**config.mk**
```make
export PLATFORM = sky130hd
export DESIGN_NAME = emu_step_transactor
export DESIGN_NICKNAME = d
export VERILOG_FILES = /design/src/rtl/emu_step_transactor.sv
export SDC_FILE = /design/constraint.sdc
export NUM_CORES = 1
export LEC_CHECK = 0
export CAP_MARGIN = 20
export CORE_ASPECT_RATIO = 1.4
export CORE_MARGIN = 2
export CORE_UTILIZATION = 50
export DETAILED_ROUTE_END_ITERATION = 10
export PLACE_DENSITY = 0.78
export RECOVER_POWER = 50
export SYNTH_ARGS = -nofsm -noshare
export SYNTH_HDL_FRONTEND = slang
export SYNTH_SLANG_ARGS = --single-unit
```
**constraint.sdc**
```tcl
create_clock -name clk_emu -period 4.27 [get_ports clk_emu]
set_input_delay 0.854 -clock clk_emu [delete_from_list [all_inputs] [get_ports clk_emu]]
set_output_delay 0.854 -clock clk_emu [all_outputs]
set_load 0.01 [all_outputs]
```
**src/rtl/emu_step_transactor.sv**
```systemverilog
// Byte-wide host transactor for one emulated DUT: shadow/stimulus bytes, capture bytes,
// and a run controller that clock-enables the DUT for a host-chosen number of cycles.
module emu_step_transactor #(
    parameter int STIM_BYTES = 3,
    parameter int OUT_BYTES  = 2,
    parameter int ADDR_W     = 3,
    parameter int AUTO_GET   = 1
) (
    input  logic                    clk_emu,
    input  logic                    rst_emu_n,
    input  logic [7:0]              Din_emu,
    input  logic [ADDR_W-1:0]       Addr_emu,
    input  logic                    wr_emu,
    input  logic                    load_emu,
    input  logic                    get_emu,
    input  logic                    run_emu,
    output logic [7:0]              Dout_emu,
    output logic                    busy_emu,
    output logic                    done_emu,
    output logic [8*STIM_BYTES-1:0] stim_bus,
    input  logic [8*OUT_BYTES-1:0]  out_bus,
    output logic                    dut_ce
);

    typedef enum logic [1:0] {
        ST_IDLE,
        ST_RUN,
        ST_FINISH
    } state_t;

    state_t                  state_q, state_d;
    logic [8:0]              cnt_q, cnt_d;
    logic [8*STIM_BYTES-1:0] shadow_q, shadow_d;
    logic [8*STIM_BYTES-1:0] stim_q, stim_d;
    logic [8*OUT_BYTES-1:0]  cap_q, cap_d;
    logic [7:0]              dout_q, dout_d;

    logic busy;
    logic doLoad, doGet, doRun, doWr;

    // Only the highest-priority asserted command acts, even if it is then ignored.
    assign busy   = (state_q == ST_RUN);
    assign doLoad = load_emu;
    assign doGet  = !load_emu && get_emu;
    assign doRun  = !load_emu && !get_emu && run_emu;
    assign doWr   = !load_emu && !get_emu && !run_emu && wr_emu;

    always_comb begin
        state_d  = state_q;
        cnt_d    = cnt_q;
        shadow_d = shadow_q;
        stim_d   = stim_q;
        cap_d    = cap_q;
        dout_d   = dout_q;

        case (state_q)
            ST_RUN: begin
                cnt_d = cnt_q - 9'd1;
                if (cnt_q == 9'd1) begin
                    state_d = ST_FINISH;
                end
            end
            ST_FINISH: begin
                state_d = ST_IDLE;
                if (AUTO_GET != 0) begin
                    cap_d = out_bus;
                end
            end
            default: ;
        endcase

        if (doLoad && !busy) begin
            stim_d = shadow_q;
        end

        // A host get during FINISH captures the same value as the auto-capture.
        if (doGet) begin
            cap_d = out_bus;
        end

        // FINISH counts as idle, so back-to-back runs lose only that one cycle.
        if (doRun && !busy) begin
            state_d = ST_RUN;
            cnt_d   = (Din_emu == 8'd0) ? 9'd256 : {1'b0, Din_emu};
        end

        if (doWr) begin
            for (int k = 0; k < STIM_BYTES; k++) begin
                if (Addr_emu == k[ADDR_W-1:0]) begin
                    shadow_d[8*k +: 8] = Din_emu;
                end
            end
        end

        if (!load_emu && !get_emu) begin
            dout_d = 8'h00;
            for (int k = 0; k < OUT_BYTES; k++) begin
                if (Addr_emu == k[ADDR_W-1:0]) begin
                    dout_d = cap_q[8*k +: 8];
                end
            end
        end
    end

    always_ff @(posedge clk_emu) begin
        if (!rst_emu_n) begin
            state_q  <= ST_IDLE;
            cnt_q    <= '0;
            shadow_q <= '0;
            stim_q   <= '0;
            cap_q    <= '0;
            dout_q   <= '0;
        end else begin
            state_q  <= state_d;
            cnt_q    <= cnt_d;
            shadow_q <= shadow_d;
            stim_q   <= stim_d;
            cap_q    <= cap_d;
            dout_q   <= dout_d;
        end
    end

    assign Dout_emu = dout_q;
    assign busy_emu = busy;
    assign dut_ce   = busy;
    assign done_emu = (state_q == ST_FINISH);
    assign stim_bus = stim_q;

endmodule
```
==> metrics.md <==
| Metric | Value |
|---|---|
| FF-to-FF Start | state_q[0] |
| Achievable Freq | 306.1 MHz |
| Switch Pwr | 367.7 uW |
| Synth Flop Type | dfxtp_1 |
| Largest cells by area after synthesis | dfxtp_1 49%, nand2_1 8.9%, mux2i_1 7.1% |
| Endpoints failing hold | 0 |
| Sequential area share after synthesis | 0.4904 |
| Starting density of the core | 0.5158 |
| Syn nets | 430 |
| EDFF count, synth | 0 |
| Final setup violation count | 0 |
| Worst slew pin tran | 1.941 ns |
| Post-synth top area share | 0.4904 |
| Post-placement cell count | 511 |
| Internal Power | 1224 uW |
| Most frequent cells in the layout | 83 x dfxtp_1, 80 x nand2_1, 39 x a21oi_1 |
| Number of diodes | 0 |
| Syn_area_per_cell | 8.622 sq um |
| Synth cell types | 42 |
| Worst skew pair latency | 0.35 ns |
| Worst Hold Class | reg -> reg |
| Post-synthesis register bit count | 83 |
| Crit-path max FO | 16 |
| Hold Path Origin | stim_bus[6] |
| Row cnt | 35 |
| Setup TNS | 0 ns |
| Leak pwr | 0.001659 uW |
| Cts bufs inserted | 9 |
| Mapped Cells | 393 |
| PwrDens | 376.7 mW/mm^2 |
| Min cycle time layout | 3.267 ns |
| Switch share | 0.2310 |
| Post-synth top area cell | dfxtp_1 |
| Post-synth ARST share | 0 |
| Detail Route Antenna Nets | 0 |
| Failing checks | capacitance limit, slew limit |
| Sequential power share | 0.506 |
| GR Overflow Total | 0 |
| Crit path DAT | 3.50 ns |
| Commonest non-fill, non-tap cell in the layout | dfxtp_1 |
| Vias/cell | 5.376 |
| IO Pins | 68 |
| Final cell count without fillers | 526 |
| Setup Crit Path Kind | in -> reg |
| Max cap viols | 1 |
| Wire per inst | 13.67 um |
| Setup crit start | load_emu |
| Post_cts resized | 0 |
| Post-cts hold buffer count | 0 |
| Clk Tree Root Cell | clkbuf_8 |
| Initial antenna violation count | 0 |
| WL final | 7.189 mm |
| Gr usage total | 0.2061 |
| Layout cells sized above 1 | 0.04867 |
| Die X | 73.57 um |
| Clk_skew | 0.01099 ns |
| Largest net degree at the start of global routing | 37 |
| Final #Nets | 485 |
| Max rail drop VDD | 0.2510 mV |
| Clock Path Buffers | 2 |
| Die area | 0.007460 sq mm |
| Crit path required time | 4.50 ns |
| H-tree levels | 3 |
| DRC | 0 |
| Buffers on Ports | 67 |
| Synth warnings | 0 |
| Vert. Die Dim | 101.4 um |
| Comb pwr share | 0.101 |
| Area grow syn2layout | 24.70% |
| Clock group share of total power | 0.393 |
| Max Slew Vio Count | 17 |
| Final core occ | 0.6432 |
| Number of global-route vias before repair | 2658 |
| Clock sink total | 83 |
| First-pass GRT wire length | 11.96 mm |
| First-pass DRT Iterations | 4 |
| Status | finished with violations |
| Max-slew headroom | -0.2937 |
| Core Area | 0.006569 sq mm |
| Mapped cell area | 0.003388 sq mm |
| DR vias | 2828 |
| RSZ-0062 raised after global routing | no |
| Setup crit start kind | primary input |
| Worst-path clk slew | 0.08 ns |
| DP Wirelength | 5.163 mm |
| Crit share post-route | 0.7650 |
| # Post-CTS Setup Buffers | 0 |
| CTS tree | built |
| RD Place Congestion | 0.7946 |
| Detailed router's first-iteration violation count | 124 |
| CP endpoint kind | flip-flop |
-- Yosys cell counts, types with 2 or more instances --
cell type,n
dfxtp_1,83
nand2_1,80
a21oi_1,38
nor2_1,30
nand3_1,29
mux2i_1,24
o21ai_1,16
clkbuf_1,14
a2bb2oi_1,10
buf_2,7
inv_1,6
nand2b_1,5
a31oi_1,4
ha_1,4
nor2b_1,4
o21ai_0,4
a211oi_1,3
buf_6,3
a32oi_1,2
buf_1,2
buf_4,2
nor3b_1,2
nor4_1,2
-- per-layer routing --
layer	vias to the layer above	routed length, um	track usage	share of wire
met4	0	82	0.07552	0.011
met3	6	440	0.06169	0.061
met1	1297	3072	0.2442	0.43
met2	77	3593	0.3482	0.50
li1	1448	-	-	-
met5	-	0	0	0
-- logic make-up (layout without fill, tap and decap cells) --
kind of cell,count (synthesis),after routing,share of synthesized area
XOR/XNOR,1,1,0.002585
AO/OA/AOI/OAI,81,81,0.1422
multiplexers,24,24,0.07090
AND/OR/NAND/NOR,165,165,0.2290
flip-flops,83,83,0.4904
adder cells (fa/ha/maj),4,4,0.01477
buffers and inverters,35,94,0.05022
-- path summary, 6_finish.rpt --
check / cells after the start / slack, ns / to
worst max-delay path: 5 / 1.00 / cap_q[12]
worst min-delay path: 2 / 0.45 / stim_bus[6]
worst max register to register: 5 / 1.62 / cap_q[12]
worst min register to register: 2 / 0.45 / stim_bus[6]
-- stage by stage --
| stage | setup slack (ns) | hold slack [ns] | area (sq um) | power, uW |
|---|---|---|---|---|
| 6_report | 1.003 | 0.4497 | 4225 | 1592 |
| 5_1_grt | 0.8263 | 0.4700 | 4225 | 1658 |
| 4_1_cts | 1.374 | 0.4562 | 4270 | 1607 |
| 3_5_place_dp | 1.478 | 0.4444 | 4045 | 987.5 |
| 3_3_place_gp | 1.580 | 0.4409 | 4045 | 983.8 |
| 2_1_floorplan | 2.324 | 0.4286 | 3388 | 925.8 |
-- power groups by stage --
stage | Sequential [uW] | Clock (uW) | Combinational [uW]
final | 805 | 626 | 161
after global routing | 808 | 673 | 177
after CTS | 805 | 638 | 165
after detailed placement | 823 | 0 | 164
after global placement | 823 | 0 | 161
after floorplan | 820 | 0 | 105
-- cell type report --
class,instances,area [sq um]
repair buffers,72,704.4
flip-flops and latches,83,1662
well taps,74,92.59
fillers,592,2344
inverters,7,26.28
clock inverters,4,73.82
multi-input cells,275,1515
clock buffers,11,151.4
-- critical path: stages --
cell	delay, ns
dlygate4sd3_1	0.64
clkinv_1	0.12
a21oi_1	1.48
mux2i_1	0.33
nor2_1	0.06
-- flip-flops by register name (all words and copies together) (netlist names) --
register	flops
Dout_emu	8
state_q	2
cnt_q	9
cap_q	16
stim_bus	24
shadow_q	24
Note: power is estimated with default switching activity, not from simulation.
